## src/rtl/fpadd_share_arb_pkg.sv

```systemverilog
// fpadd_arb_pkg: shared constants, FSM state type and width helper for the adder-sharing arbiter
package fpadd_arb_pkg;
  localparam int FP_W = 32;
  typedef enum logic [1:0] {IDLE, ISSUE, WAIT, RESP} state_e;
  // Index width that never collapses to zero bits for single-entry cases
  function automatic int id_w(input int n);
    return n > 1 ? $clog2(n) : 1;
  endfunction
endpackage

```

## src/rtl/fpadd_share_arb_if.sv

```systemverilog
// fpadd_share_arb_if: requester/consumer bus of the adder-sharing arbiter
//   req_valid/req_ready/req_a/req_b : per-requester operand handshake (slice i = [32*i+:32])
//   rsp_valid/rsp_ready/rsp_data/rsp_flag/rsp_id : tagged result handshake
//   master = requester/consumer side, slave = arbiter side
interface fpadd_share_arb_if import fpadd_arb_pkg::*; #(parameter int N_REQ = 4);
  localparam int ID_W = id_w(N_REQ);
  logic [N_REQ-1:0]      req_valid;
  logic [N_REQ-1:0]      req_ready;
  logic [N_REQ*FP_W-1:0] req_a;
  logic [N_REQ*FP_W-1:0] req_b;
  logic                  rsp_valid;
  logic                  rsp_ready;
  logic [FP_W-1:0]       rsp_data;
  logic                  rsp_flag;
  logic [ID_W-1:0]       rsp_id;
  modport master (output req_valid, req_a, req_b, rsp_ready,
                  input  req_ready, rsp_valid, rsp_data, rsp_flag, rsp_id);
  modport slave  (input  req_valid, req_a, req_b, rsp_ready,
                  output req_ready, rsp_valid, rsp_data, rsp_flag, rsp_id);
endinterface

```

## src/rtl/fpadd_share_arb_rr_pick.sv

```systemverilog
// fpadd_rr_pick: combinational round-robin picker
//   req_i : request vector     ptr_i : highest-priority index
//   any_o : some request set   gnt_o : one-hot grant   idx_o : granted index
module fpadd_rr_pick #(
  parameter int N_REQ = 4,
  parameter int ID_W  = 2
) (
  input  logic [N_REQ-1:0] req_i,
  input  logic [ID_W-1:0]  ptr_i,
  output logic             any_o,
  output logic [N_REQ-1:0] gnt_o,
  output logic [ID_W-1:0]  idx_o
);
  // Rotate so bit k of dbl is request (ptr+k) mod N; lowest set bit wins
  logic [2*N_REQ-1:0] dbl;
  assign dbl   = {req_i, req_i} >> ptr_i;
  assign any_o = |req_i;
  assign gnt_o = any_o ? N_REQ'(1) << idx_o : '0;
  always_comb begin
    idx_o = '0;
    for (int i = N_REQ - 1; i >= 0; i--)
      if (dbl[i]) idx_o = ID_W'((int'(ptr_i) + i) % N_REQ);
  end
endmodule

```

## src/rtl/fpadd_share_arb.sv

```systemverilog
// fpadd_share_arb: round-robin sequencer sharing one FP adder among N_REQ requesters
//   CLK, RST (async, active-low)
//   bus       : requester/consumer handshake (slave modport)
//   add_a/add_b/add_en -> adder, add_out/add_flag <- adder (ADD_LAT cycles after EN edge)
//   busy      : high outside IDLE
//   grant_cnt : per-requester saturating grant counters, CNT_W each; live only
//               when FPADD_ARB_STATS_EN is defined, otherwise tied to 0
module fpadd_share_arb import fpadd_arb_pkg::*; #(
  parameter int N_REQ   = 4,
  parameter int ADD_LAT = 1,
  parameter int CNT_W   = 16
) (
  input  logic                   CLK,
  input  logic                   RST,
  fpadd_share_arb_if.slave       bus,
  output logic [FP_W-1:0]        add_a,
  output logic [FP_W-1:0]        add_b,
  output logic                   add_en,
  input  logic [FP_W-1:0]        add_out,
  input  logic                   add_flag,
  output logic                   busy,
  output logic [N_REQ*CNT_W-1:0] grant_cnt
);
  localparam int ID_W = id_w(N_REQ);
  localparam int WC_W = id_w(ADD_LAT);
  state_e state_q, state_d;
  logic [ID_W-1:0] ptr_q, id_q, pick_idx;
  logic [N_REQ-1:0] pick_gnt;
  logic pick_any, grant, flag_q;
  logic [FP_W-1:0] a_q, b_q, data_q, sel_a, sel_b;
  logic [WC_W-1:0] wait_q;
  fpadd_rr_pick #(.N_REQ(N_REQ), .ID_W(ID_W)) u_pick (
    .req_i(bus.req_valid), .ptr_i(ptr_q), .any_o(pick_any), .gnt_o(pick_gnt), .idx_o(pick_idx)
  );
  assign grant         = state_q == IDLE && pick_any;
  // Gated by RST so nothing is accepted while reset is held
  assign bus.req_ready = (state_q == IDLE && RST) ? pick_gnt : '0;
  assign bus.rsp_valid = state_q == RESP;
  assign bus.rsp_data  = data_q;
  assign bus.rsp_flag  = flag_q;
  assign bus.rsp_id    = id_q;
  assign add_a         = a_q;
  assign add_b         = b_q;
  assign add_en        = state_q == ISSUE || state_q == WAIT;
  assign busy          = state_q != IDLE;
  always_comb begin
    sel_a = '0;
    sel_b = '0;
    for (int i = 0; i < N_REQ; i++)
      if (pick_gnt[i]) begin
        sel_a = bus.req_a[i*FP_W +: FP_W];
        sel_b = bus.req_b[i*FP_W +: FP_W];
      end
  end
  always_comb begin
    state_d = state_q;
    case (state_q)
      IDLE:    state_d = pick_any ? ISSUE : IDLE;
      ISSUE:   state_d = WAIT;
      WAIT:    state_d = wait_q == '0 ? RESP : WAIT;
      RESP:    state_d = bus.rsp_ready ? IDLE : RESP;
      default: state_d = IDLE;
    endcase
  end
  always_ff @(posedge CLK or negedge RST)
    if (!RST) begin
      state_q <= IDLE;
      ptr_q   <= '0;
      id_q    <= '0;
      a_q     <= '0;
      b_q     <= '0;
      data_q  <= '0;
      flag_q  <= 1'b0;
      wait_q  <= '0;
    end else begin
      state_q <= state_d;
      if (grant) begin
        a_q   <= sel_a;
        b_q   <= sel_b;
        id_q  <= pick_idx;
        ptr_q <= ID_W'((int'(pick_idx) + 1) % N_REQ);
      end
      if (state_q == ISSUE) wait_q <= WC_W'(ADD_LAT - 1);
      else if (state_q == WAIT && wait_q != '0) wait_q <= wait_q - 1'b1;
      if (state_q == WAIT && wait_q == '0) begin
        data_q <= add_out;
        flag_q <= add_flag;
      end
    end
`ifdef FPADD_ARB_STATS_EN
  logic [N_REQ-1:0][CNT_W-1:0] cnt_q;
  always_ff @(posedge CLK or negedge RST)
    if (!RST) cnt_q <= '0;
    else
      for (int i = 0; i < N_REQ; i++)
        if (grant && pick_gnt[i] && !(&cnt_q[i])) cnt_q[i] <= cnt_q[i] + 1'b1;
  assign grant_cnt = cnt_q;
`else
  assign grant_cnt = '0;
`endif
endmodule

```

## src/flat_wrapper.sv

```systemverilog
// flat-port wrapper written by rule: the top's interface ports become plain ports
module fpadd_share_arb_flat import fpadd_arb_pkg::*;
#(
  parameter int N_REQ   = 4,
  parameter int ADD_LAT = 1,
  parameter int CNT_W   = 16
)
  (CLK, RST, add_a, add_b, add_en, add_out, add_flag, busy, grant_cnt, bus_req_valid, bus_req_a, bus_req_b, bus_rsp_ready, bus_req_ready, bus_rsp_valid, bus_rsp_data, bus_rsp_flag, bus_rsp_id);
  fpadd_share_arb_if #(.N_REQ(N_REQ)) bus_i ();
  input  logic CLK;
  input  logic RST;
  output logic [FP_W-1:0] add_a;
  output logic [FP_W-1:0] add_b;
  output logic add_en;
  input  logic [FP_W-1:0] add_out;
  input  logic add_flag;
  output logic busy;
  output logic [N_REQ*CNT_W-1:0] grant_cnt;
  input wire logic [$bits(bus_i.req_valid)-1:0] bus_req_valid;
  input wire logic [$bits(bus_i.req_a)-1:0] bus_req_a;
  input wire logic [$bits(bus_i.req_b)-1:0] bus_req_b;
  input wire logic [$bits(bus_i.rsp_ready)-1:0] bus_rsp_ready;
  output wire logic [$bits(bus_i.req_ready)-1:0] bus_req_ready;
  output wire logic [$bits(bus_i.rsp_valid)-1:0] bus_rsp_valid;
  output wire logic [$bits(bus_i.rsp_data)-1:0] bus_rsp_data;
  output wire logic [$bits(bus_i.rsp_flag)-1:0] bus_rsp_flag;
  output wire logic [$bits(bus_i.rsp_id)-1:0] bus_rsp_id;
  assign bus_i.req_valid = bus_req_valid;
  assign bus_i.req_a = bus_req_a;
  assign bus_i.req_b = bus_req_b;
  assign bus_i.rsp_ready = bus_rsp_ready;
  assign bus_req_ready = bus_i.req_ready;
  assign bus_rsp_valid = bus_i.rsp_valid;
  assign bus_rsp_data = bus_i.rsp_data;
  assign bus_rsp_flag = bus_i.rsp_flag;
  assign bus_rsp_id = bus_i.rsp_id;
  fpadd_share_arb #(.N_REQ(N_REQ), .ADD_LAT(ADD_LAT), .CNT_W(CNT_W)) u_core (.CLK(CLK), .RST(RST), .bus(bus_i), .add_a(add_a), .add_b(add_b), .add_en(add_en), .add_out(add_out), .add_flag(add_flag), .busy(busy), .grant_cnt(grant_cnt));
endmodule
```

## config.mk

```make
export PLATFORM = sky130hd
export DESIGN_NAME = fpadd_share_arb_flat
export DESIGN_NICKNAME = d
export VERILOG_FILES = /design/src/rtl/fpadd_share_arb_pkg.sv /design/src/rtl/fpadd_share_arb_if.sv /design/src/rtl/fpadd_share_arb_rr_pick.sv /design/src/rtl/fpadd_share_arb.sv /design/src/flat_wrapper.sv
export SDC_FILE = /design/constraint.sdc
export NUM_CORES = 1
export LEC_CHECK = 0
export ABC_AREA = 1
export BUFFER_PORTS_ARGS = -buffer_cell sky130_fd_sc_hd__buf_2
export CORE_AREA = 5 5 180 182
export DETAILED_ROUTE_END_ITERATION = 8
export DIE_AREA = 0 0 185 187
export RECOVER_POWER = 50
export SYNTH_ARGS = -nofsm -noshare
export SYNTH_HDL_FRONTEND = slang
export SYNTH_SLANG_ARGS = --single-unit
```

## constraint.sdc

```tcl
create_clock -name CLK -period 6.1 [get_ports CLK]
set_input_delay 1.22 -clock CLK [delete_from_list [all_inputs] [get_ports CLK]]
set_output_delay 1.22 -clock CLK [all_outputs]
set_load 0.02 [all_outputs]
```

==> results.env, run 1 <==
RUN_STATUS='finished with violations'
VIOLATIONS='capacitance limit, slew limit'
SETUP.WORST_PATH.START='bus_req_valid[3]'
YOSYS_WARNINGS=0
DETAIL_ROUTE.WIRELENGTH_UM=30700
DR_WL_MET2_UM=15200
FINAL_PERIOD_UTILIZATION_PCT=67.0
CRIT_PATH_END_KIND='output pin'
SYNTHESIS.INSTANCES=1080
POSTSYNTH.ASYNCRESETSHARE_PCT=100
CLK_ROOT_BUFFER_CELL='clkbuf_16'
FLOW.AREA_GROWTH_FROM_SYNTHESIS_PCT=29.5
P_SW_SHARE_PCT=56.9
WORST-SLEW-PIN-TRANSITION_NS=1.89
CLOCK_INSERTION_DELAY_WORST_SKEW_NS=0.36
SETUP.WORST_PATH.START_CLASS='input port'
VIA_COUNT_OF_THE_FIRST_GLOBAL_ROUTING_PASS=8343
SYN-MEAN-INSTANCE-AREA_UM2=6.83
HPWL_UM=22300
AREA_OF_THE_DIE_UM2=34600
GRT_FIRST_PASS_WIRELENGTH_UM=46100
GROUTE.USAGE.OVERALL_PCT=16.9
STARTPOINT_OF_THE_LOWEST_SLACK_REGISTER_TO_REGISTER_PATH='u_core.ptr_q[0]'
CLKSINKCOUNT=104
ANTENNA_LEFT=0
FINALSETUPVIOLATIONS=0
GRT_MAX_DEGREE=84
FINAL_NET_COUNT=1727
DIEWIDTH_UM=185
POST-SYNTH-TOP-COUNT-CELL='nand2_1'
SYNTH.FF_LATCH_COUNT=104
CP_DATA_ARRIVAL_TIME_NS=2.87
SYNTH.YOSYS.SEQ_AREA_SHARE_PCT=35.3
YOSYS.AREA.TOP_TYPE='dfrtp_1'
MET3ROUTEDLENGTH_UM=2360
GRT_SETUP_UNREPAIRED='false'
ROUTE.VIAS.TOTAL=8319
GPL.FINAL_WEIGHTED_CONGESTION=0.908
PORT_BUFFER_COUNT=401
H-TREE-DEPTH=3
CTS.PATH.MAX_BUFFERS=2
POST_LAYOUT_NONFILLER_INSTANCES=1824
SYNTH_TOP_CELL_AREA_SHARE_PCT=35.3
WORST_SLEW_MARGIN_REL_PCT=-26.2
TOP_LEVEL_PORTS=466
DETAIL_ROUTE.WIRELENGTH.MET1_UM=12100
STDCELL_AREA_UM2=9560
MIN_FROM='u_core.add_b[19]'
FLOORPLAN.INITIALDENSITY_PCT=24.3
TIMING.CLOCK.SKEW_NS=0.00910
CRITPATHREQUIREDTIME_NS=4.88
NUMCTSBUFFERS=9
MAX-CAP-VIOLATIONS=1
DRTPASS1ITERATIONS=5
DIE_HEIGHT_UM=187
WORSTHOLDPATHTYPE='flip-flop to flip-flop'
WORST_IR_DROP_VDD_mV=0.359
FINISH.UTILIZATION_PCT=31.4
SYNTH_CELL_TYPES=24
CLOCK_NETWORK_FRACTION_OF_DESIGN_POWER_PCT=10.0
PLACEMENTROWS=64
DETAILEDROUTE.FIRSTITERATIONVIOLATIONS=329
MAX_FREQ_GHz=0.245
POWERDENSITY_nW_PER_UM2=636
CTS.CLK_SLEW.WORST_PATHS_NS=0.07
NETSWITCHINGPOWER_uW=3460
SYNTH.AREA.TOP_CELLS='dfrtp_1 35%, nand2_1 18%, nand3_1 14%'
SLEW_VIOL_FINAL=35
LEAKAGE_uW=0.00538
PLACED_CELL_AREA_UM2=9350
HOLD_VIOL_FINAL=0
FP.COREAREA_UM2=30400
PATH_MAX_FANOUT=4
ROUTEDWLPERCELL_UM=16.8
PWR-SHARE-COMB_PCT=70.2
TOP_CELL_TYPES_BY_OCCURRENCE_AFTER_SYNTHESIS='362 x nand2_1, 202 x nand3_1, 104 x dfrtp_1'
SETUP_TOTAL_NEGATIVE_SLACK_NS=0
CTS_HOLD_BUFFERS=0
ANTENNA_FOUND_INITIAL=4
ROUTE.DETAILED.DRC=0
CTS_REPAIR_RESIZE_COUNT=0
DRIVE_ABOVE_1_SHARE_PCT=27.9
CRITPATHKIND='input port to output pin'
INTERNAL-POWER_uW=2620
TOP_LAYER='met5'
GRT_REMAINING_OVERFLOW=0
SYN-CELL-AREA_UM2=7380
YOSYS_MOST_USED_DFF='dfrtp_1'
POST-CTS-SETUP-BUFFER-COUNT=0
SYNTH-EDFF-COUNT=0
NUMBER_OF_CELLS_IN_THE_DESIGN_AFTER_PLACEMENT=1807
VIAS_CELL=4.56
PERIOD_MINUS_SLACK_NS=4.09
SEQUENTIALPOWERSHARE_PCT=19.8
TRITONCTS='yes'
registers in the layout, indices dropped and copies added (netlist names):
signal / count
u_core.add_a: 32
u_core.add_b: 32
u_core.bus.rsp_data: 32
u_core.bus.rsp_flag: 1
u_core.bus.rsp_id: 2
u_core.ptr_q: 2
u_core.state_q: 2
u_core.wait_q: 1
final timing paths:
path	to	slack, ns	cells after the start
max in group asynchronous	u_core.add_b[23]	4.00	2
min in group asynchronous	u_core.add_a[18]	0.86	1
max reg2reg	u_core.add_b[27]	2.75	18
max	bus_req_ready[1]	2.01	13
min reg2reg	u_core.add_b[19]	0.48	2
min	u_core.add_b[19]	0.48	2
layout make-up:
class / instances / area [um^2]
diodes: 1 / 2.50
clock buffers: 10 / 239
clock inverters: 6 / 61.3
fillers: 3417 / 20900
inverters: 82 / 308
multi-input cells: 812 / 3850
flip-flops and latches: 104 / 2600
well taps: 396 / 495
repair buffers: 413 / 2000
routing by layer:
metal  vias to the layer above  global-route usage, %
li1                       4037                      -
met1                      3847                   19.8
met2                       378                   30.2
met3                        53                   3.42
met4                         4                   6.55
met5                         -                      0
stage by stage:
stage	worst slack (ns)	total power (uW)	hold WS [ns]
finish	2.01	6080	0.480
global route	1.79	6720	0.508
CTS	2.00	6230	0.481
detailed placement	1.94	5590	0.460
global placement	1.99	5550	0.457
floorplan	2.11	4290	0.474
logic make-up (layout without fill, tap and decap cells):
group | count (synthesis) | after routing | share of synthesized area, %
xor+xnor | 1 | 1 | 0.119
compound gates | 133 | 133 | 9.12
other cells | 1 | 65 | 0.0508
fa+ha+maj | 9 | 9 | 1.53
flops | 104 | 104 | 35.3
buf+inv | 227 | 511 | 16.1
mux | 33 | 33 | 5.03
simple gates | 572 | 572 | 32.8
cell usage in the layout (no fill, tap or decap), types with 2 or more instances in the layout:
cell	netlist	routed
nand2_1	362	359
buf_2	40	325
nand3_1	202	202
dfrtp_1	104	104
inv_1	78	78
clkbuf_1	31	76
a21oi_1	65	65
conb_1	1	64
o21ai_0	40	40
mux2_2	33	33
o21ai_1	25	25
buf_4	68	12
clkbuf_16	0	9
ha_1	9	6
nor2_1	5	5
inv_2	4	4
nand2_2	1	3
ha_2	0	3
inv_6	0	2
power by group through the flow:
stage / combinational (uW) / sequential, uW / clock (uW)
6_report: 4270 / 1200 / 608
2_1_floorplan: 2750 / 1540 / 0
3_5_place_dp: 4390 / 1200 / 0
4_1_cts: 4400 / 1190 / 642
3_3_place_gp: 4350 / 1200 / 0
5_1_grt: 4820 / 1240 / 663
critical path, cell delays in order:
cell      delay (ns)
buf_2           0.11
inv_1           0.10
nand2_1         0.09
nand3_1         0.11
a21boi_0        0.19
nand2_1         0.08
nand2_1         0.05
nand2_1         0.13
inv_1           0.12
ha_2            0.24
nand2_1         0.09
nor2_1          0.15
buf_2           0.20
(Power assumes the default switching activity.)
==> run 2: changes to the inputs <==
--- a/config.mk
+++ b/config.mk
@@ -7,9 +7,9 @@
 export LEC_CHECK = 0
 export ABC_AREA = 1
 export BUFFER_PORTS_ARGS = -buffer_cell sky130_fd_sc_hd__buf_2
-export CORE_AREA = 5 5 180 182
+export CORE_AREA = 5 5 181 183
 export DETAILED_ROUTE_END_ITERATION = 8
-export DIE_AREA = 0 0 185 187
+export DIE_AREA = 0 0 186 188
 export RECOVER_POWER = 50
 export SYNTH_ARGS = -nofsm -noshare
 export SYNTH_HDL_FRONTEND = slang
==> constraint.sdc (replaced) <==
create_clock -name CLK -period 3.8 [get_ports CLK]
set_input_delay 0.76 -clock CLK [delete_from_list [all_inputs] [get_ports CLK]]
set_output_delay 0.76 -clock CLK [all_outputs]
set_load 0.02 [all_outputs]
==> run 2 against run 1 <==
The run still ends with capacitance limit, slew limit left. Cell area increased by 1.1%. Sequential share of layout area shrank 0.29 points. Final cell count rose by 0.44%. Core utilization fell by 0.31 points. First-iteration DRC count rose by 23%. Register-to-register slack lost 2.1 ns. Power up 64%. Count of clock-buffer cells in the layout down 1. Critical path type is now flip-flop to output pin. Largest power group unchanged.
==> results.env, run 2 (synthesized netlist as in run 1, its figures left out) <==
GRT_FIRST_PASS_WIRELENGTH_UM=45200
DETAIL_ROUTE.WIRELENGTH_UM=30100
PERIOD_MINUS_SLACK_NS=3.32
FINAL_NET_COUNT=1730
WORST-SLEW-PIN-TRANSITION_NS=1.73
ANTENNA_LEFT=0
LEAKAGE_uW=0.00535
ROUTEDWLPERCELL_UM=16.4
HPWL_UM=22000
DRIVE_ABOVE_1_SHARE_PCT=26.3
SETUP_TOTAL_NEGATIVE_SLACK_NS=0
MIN_FROM='u_core.add_b[30]'
POST_LAYOUT_NONFILLER_INSTANCES=1832
WORST_SLEW_MARGIN_REL_PCT=-15.6
PATH_MAX_FANOUT=8
CLOCK_INSERTION_DELAY_WORST_SKEW_NS=0.37
LAYOUT.CELLS.MOST_COMMON='nand2_1'
CRITPATHKIND='flip-flop to output pin'
GRT_SETUP_UNREPAIRED='false'
DETAILEDROUTE.FIRSTITERATIONVIOLATIONS=404
VIA_COUNT_OF_THE_FIRST_GLOBAL_ROUTING_PASS=8251
DIEWIDTH_UM=186
CLKSINKCOUNT=104
REG2REG_SETUP_SLACK_NS=0.70
SLEW_VIOL_FINAL=33
POWER_uW=9950
NUMBER_OF_CELLS_IN_THE_DESIGN_AFTER_PLACEMENT=1816
VIAS_CELL=4.49
CTS.CLK_SLEW.WORST_PATHS_NS=0.07
AREA_OF_THE_DIE_UM2=35000
GRT_MAX_DEGREE=113
CTS_HOLD_BUFFERS=0
ROUTE.VIAS.TOTAL=8230
STARTPOINT_OF_THE_LOWEST_SLACK_REGISTER_TO_REGISTER_PATH='u_core.ptr_q[0]'
MAX-CAP-VIOLATIONS=1
PLACEMENTROWS=65
GRT_REMAINING_OVERFLOW=0
CRIT_PATH_END_KIND='output pin'
SETUP.WORST_PATH.START='u_core.ptr_q[0]'
FLOW.AREA_GROWTH_FROM_SYNTHESIS_PCT=30.9
WORSTHOLDPATHTYPE='flip-flop to flip-flop'
TIMING.CLOCK.SKEW_NS=0.00920
MAX_FREQ_GHz=0.301
GPL.FINAL_WEIGHTED_CONGESTION=0.852
NUMCTSBUFFERS=9
ANTENNA_CELLS_INSERTED=0
FINAL_PERIOD_UTILIZATION_PCT=87.4
FLOORPLAN.INITIALDENSITY_PCT=23.8
WORST_IR_DROP_VDD_mV=0.571
CTS_REPAIR_RESIZE_COUNT=0
CRITPATHREQUIREDTIME_NS=3.04
CP_DATA_ARRIVAL_TIME_NS=2.56
CTS.PATH.MAX_BUFFERS=2
ROUTE.DETAILED.DRC=0
VIOLATIONS='capacitance limit, slew limit'
FF_LATCH_AREA_UM2=2600
TOP_LEVEL_PORTS=466
GROUTE.USAGE.OVERALL_PCT=16.5
POST-CTS-SETUP-BUFFER-COUNT=0
MULTI_INPUT_AREA_UM2=3870
TRITONCTS='yes'
LAYOUT_COMMON_CELLS='359 x nand2_1, 301 x buf_2, 202 x nand3_1'
CLK_ROOT_BUFFER_CELL='clkbuf_16'
H-TREE-DEPTH=3
FP.COREAREA_UM2=31100
ANTENNA_FOUND_INITIAL=1
DRTPASS1ITERATIONS=4
PORT_BUFFER_COUNT=401
POWERDENSITY_nW_PER_UM2=1030
HOLD_VIOL_FINAL=0
SETUP.WORST_PATH.START_CLASS='flip-flop'
DIE_HEIGHT_UM=188
RUN_STATUS='finished with violations'
FINALSETUPVIOLATIONS=0
FILL_CELLS=3479
==> run 2: cell count changes in the layout (fill, tap and decap cells not counted), moves of 2 or more <==
cell	change
buf_12	+5
buf_2	-24
buf_4	-3
clkbuf_1	+25
ha_2	-2
ha_4	+2
==> run 2: stage by stage <==
stage	setup slack, ns	util, %	hold slack (ns)	cell area (um^2)
after floorplan	0.725	-	0.464	7620
after global placement	0.424	30.5	0.457	9470
after detailed placement	0.309	30.5	0.459	9470
after CTS	0.413	31.5	0.481	9790
after global routing	0.160	31.1	0.504	9660
final	0.477	31.1	0.478	9660
==> run 2: layout make-up <==
cell class | instances | area share [%]
clock inverters | 7 | 1.01
clock buffers | 9 | 2.33
flip-flops and latches | 104 | 26.9
well taps | 402 | 5.21
repair buffers | 416 | 21.3
multi-input cells | 812 | 40.1
inverters | 82 | 3.19
==> run 2: worst max-delay path, stage by stage (launching register included) <==
cell	delay, ns
dfrtp_1	0.50
inv_1	0.15
nand2_1	0.11
nand3_1	0.09
nand2_1	0.11
inv_1	0.06
nand3_1	0.08
nand2_1	0.05
nand2_1	0.06
nand2_1	0.15
inv_1	0.16
ha_4	0.16
nand2_1	0.08
nor2_1	0.22
buf_2	0.21
==> run 2: path summary, 6_finish.rpt <==
path,to,cells after the start
setup / recovery,bus_req_ready[1],14
hold / removal,u_core.add_b[30],2
setup reg to reg,u_core.add_b[2],20
hold reg to reg,u_core.add_b[30],2
max in group asynchronous,u_core.add_a[27],3
min in group asynchronous,u_core.add_b[6],2
==> run 2: routing by layer <==
metal	global-route usage (%)	vias to the layer above	wire length, um
met1	20.0	3781	12000
li1	-	4033	-
met4	5.83	0	805
met2	29.1	370	14900
met3	2.99	46	2360
met5	0	-	0
==> run 2: power by group <==
group | internal [uW] | switching [uW] | leakage, uW
logic | 2180 | 4810 | 0.00391
registers | 1640 | 297 | 0.00129
clock network | 532 | 492 | 0.000157
total | 4350 | 5600 | 0.00535
==> run 3: changes to the inputs <==
--- a/config.mk
+++ b/config.mk
@@ -7,9 +7,9 @@
 export LEC_CHECK = 0
 export ABC_AREA = 1
 export BUFFER_PORTS_ARGS = -buffer_cell sky130_fd_sc_hd__buf_2
-export CORE_AREA = 5 5 181 183
+export CORE_AREA = 5 5 179 181
 export DETAILED_ROUTE_END_ITERATION = 8
-export DIE_AREA = 0 0 186 188
+export DIE_AREA = 0 0 184 186
 export RECOVER_POWER = 50
 export SYNTH_ARGS = -nofsm -noshare
 export SYNTH_HDL_FRONTEND = slang
==> constraint.sdc (replaced) <==
create_clock -name CLK -period 2.7 [get_ports CLK]
set_input_delay 0.54 -clock CLK [delete_from_list [all_inputs] [get_ports CLK]]
set_output_delay 0.54 -clock CLK [all_outputs]
set_load 0.02 [all_outputs]
==> run 3 against run 2 <==
The flow still finishes with violations (capacitance limit, slew limit). Power increased by 59%. Worst hold slack worse by 0.080 ns. Cell area is 7.6% higher. Core utilization rose by 3.2 points. First-iteration DRC count up 16%. Clock power is 45% higher. Critical path depth unchanged. Sequential power up 42%. Largest cell class unchanged. Highest routed layer unchanged.
==> results.env, run 3 (synthesized netlist as in run 1, its figures left out) <==
RUN_STATUS='finished with violations'
VIOLATIONS='capacitance limit, slew limit'
HOLD_SLACK_NS=0.398
NUMBER_OF_CELLS_IN_THE_DESIGN_AFTER_PLACEMENT=1840
PATH_CELLS='buf_6, nand2_4, nand3_4, nand2_4, inv_2, nand2_1, nand2_1, nand3_2, nand2_4, inv_4, ha_4, nand2_8, nor2_4, buf_6'
DRTPASS1ITERATIONS=5
POST_LAYOUT_NONFILLER_INSTANCES=1864
ANTENNA_FOUND_INITIAL=1
LEAKAGE_uW=0.00570
FLOW.AREA_GROWTH_FROM_SYNTHESIS_PCT=40.8
GROUTE.USAGE.OVERALL_PCT=17.0
PLACED_CELL_AREA_UM2=9790
AREA_OF_THE_DIE_UM2=34200
REG2REG_SETUP_SLACK_NS=0.17
NUMCTSBUFFERS=9
WORST_IR_DROP_VDD_mV=0.591
PATH_MAX_FANOUT=5
PERIOD_MINUS_SLACK_NS=2.68
SLEW_VIOL_FINAL=65
CRITPATHREQUIREDTIME_NS=2.16
POST-ROUTE-WORST-SETUP-SLACK_NS=0.0232
STDCELL_AREA_UM2=10400
MIN_FROM='add_out[9]'
MAX_FREQ_GHz=0.374
DETAIL_ROUTE.WIRELENGTH_UM=31400
DIE_HEIGHT_UM=186
PEAK_PER_STAGE_DELAY_ON_THE_CRITICAL_PATH_NS=0.46
WORST_PATH_MAX_DELAY_CELL='dfrtp_2'
CRIT_TOP_CELL='nand2_4'
TRITONCTS='yes'
TIMING.CLOCK.SKEW_NS=0.00897
WORST-SLEW-PIN-TRANSITION_NS=1.70
CRITPATHKIND='flip-flop to output pin'
DRIVE_ABOVE_1_SHARE_PCT=31.9
LAYOUT_COMMON_CELLS='339 x nand2_1, 306 x buf_2, 193 x nand3_1'
GRT_MAX_DEGREE=65
TOP_LEVEL_PORTS=466
H-TREE-DEPTH=3
CTS.PATH.MAX_BUFFERS=2
FINAL_PERIOD_UTILIZATION_PCT=99.1
LAYOUT.CELLS.MOST_COMMON='nand2_1'
CP_DATA_ARRIVAL_TIME_NS=2.14
ROUTE.DETAILED.DRC=0
CLKSINKCOUNT=104
MET3ROUTEDLENGTH_UM=2570
GRT_REMAINING_OVERFLOW=0
DETAILEDROUTE.FIRSTITERATIONVIOLATIONS=470
HPWL_UM=23500
FP.COREAREA_UM2=30300
ROUTE.VIAS.TOTAL=8440
WHS_ENDPOINT='u_core.bus.rsp_data[9]'
CLK_ROOT_BUFFER_CELL='clkbuf_16'
ROUTEDWLPERCELL_UM=16.9
FILL_CELLS=3310
ANTENNA_LEFT=0
DETAIL_ROUTE.WIRELENGTH.MET1_UM=12300
DPL_WORST_SLACK_NS=-0.0560
FINISH.UTILIZATION_PCT=34.3
HOLD_VIOL_FINAL=0
PORT_BUFFER_COUNT=401
TOP_LAYER='met4'
CTS.CLK_SLEW.WORST_PATHS_NS=0.09
FLOORPLAN.INITIALDENSITY_PCT=24.4
VIA_COUNT_OF_THE_FIRST_GLOBAL_ROUTING_PASS=8286
HOLD-PATH-CELL-COUNT=2
WORST_R2R_ENDPOINT='u_core.add_b[3]'
CRIT_PATH_END_KIND='output pin'
SETUP.WORST_PATH.START_CLASS='flip-flop'
POWERDENSITY_nW_PER_UM2=1520
REG2REG_DEPTH=15
CLOCK_INSERTION_DELAY_WORST_SKEW_NS=0.37
GRT_FIRST_PASS_WIRELENGTH_UM=45700
WORSTHOLDPATHTYPE='input port to flip-flop'
VIAS_CELL=4.53
GRT_SETUP_UNREPAIRED='true'
FINAL_NET_COUNT=1767
STARTPOINT_OF_THE_LOWEST_SLACK_REGISTER_TO_REGISTER_PATH='u_core.ptr_q[0]'
GPL.FINAL_WEIGHTED_CONGESTION=0.883
WORST_SLEW_MARGIN_REL_PCT=-13.3
FINALSETUPVIOLATIONS=0
DIEWIDTH_UM=184
DR_WL_MET2_UM=15700
PLACEMENTROWS=64
MAX-CAP-VIOLATIONS=1
CTS_HOLD_BUFFERS=0
==> run 3: where the power goes <==
group | switching (uW) | internal (uW)
Clock | 728 | 752
Sequential | 442 | 2310
Combinational | 7370 | 4220
==> run 3: worst max-delay path by stage <==
| stage | startpoint | to | slack [ns] | depth (start not counted) |
|---|---|---|---|---|
| floorplan | bus_req_valid[3] | bus_req_ready[1] | 0.07 | 13 |
| global placement | bus_req_valid[1] | u_core.add_b[3] | -0.06 | 17 |
| detailed placement | bus_req_valid[1] | u_core.add_b[3] | -0.06 | 17 |
| CTS | u_core.ptr_q[0] | bus_req_ready[3] | -0.07 | 13 |
| global route | u_core.ptr_q[0] | bus_req_ready[3] | -0.12 | 14 |
| finish | u_core.ptr_q[0] | bus_req_ready[2] | 0.02 | 14 |
==> run 3: cell type report <==
class	instances	area [um^2]	area share, %
multi-input cells	812	4140	39.8
flip-flops and latches	104	2610	25.1
repair buffers	453	2510	24.2
well taps	396	495	4.77
inverters	82	318	3.06
clock buffers	9	225	2.17
clock inverters	7	95.1	0.915
diodes	1	2.50	0.0241
==> run 3: repair_timing <==
| item | CTS | global route |
|---|---|---|
| gates cloned | 0 | 1 |
| resized for setup | 51 | 39 |
| pin swaps | 14 | 13 |
| buffers inserted | 5 | 4 |
| setup endpoints to repair | 4 | 45 |
==> run 3: per-stage QoR <==
stage	power [uW]	setup TNS, ns
after floorplan	9700	0
after global placement	13700	-0.0755
after detailed placement	13800	-0.0704
after CTS	15700	-0.181
after global routing	17200	-0.487
final	15800	0
==> run 3: metal layers <==
metal	vias to the layer above	track usage [%]
met5	-	0
met2	414	29.8
met1	3862	20.4
met4	0	6.36
li1	4119	-
met3	45	3.54
==> run 3: critical path: cells and delay by family (launching register included) <==
kind                     cells  cell delay, ns
adder cells (fa/ha/maj)      1            0.18
buffers and inverters        4            0.42
AND/OR/NAND/NOR              9            0.71
flip-flops                   1            0.46
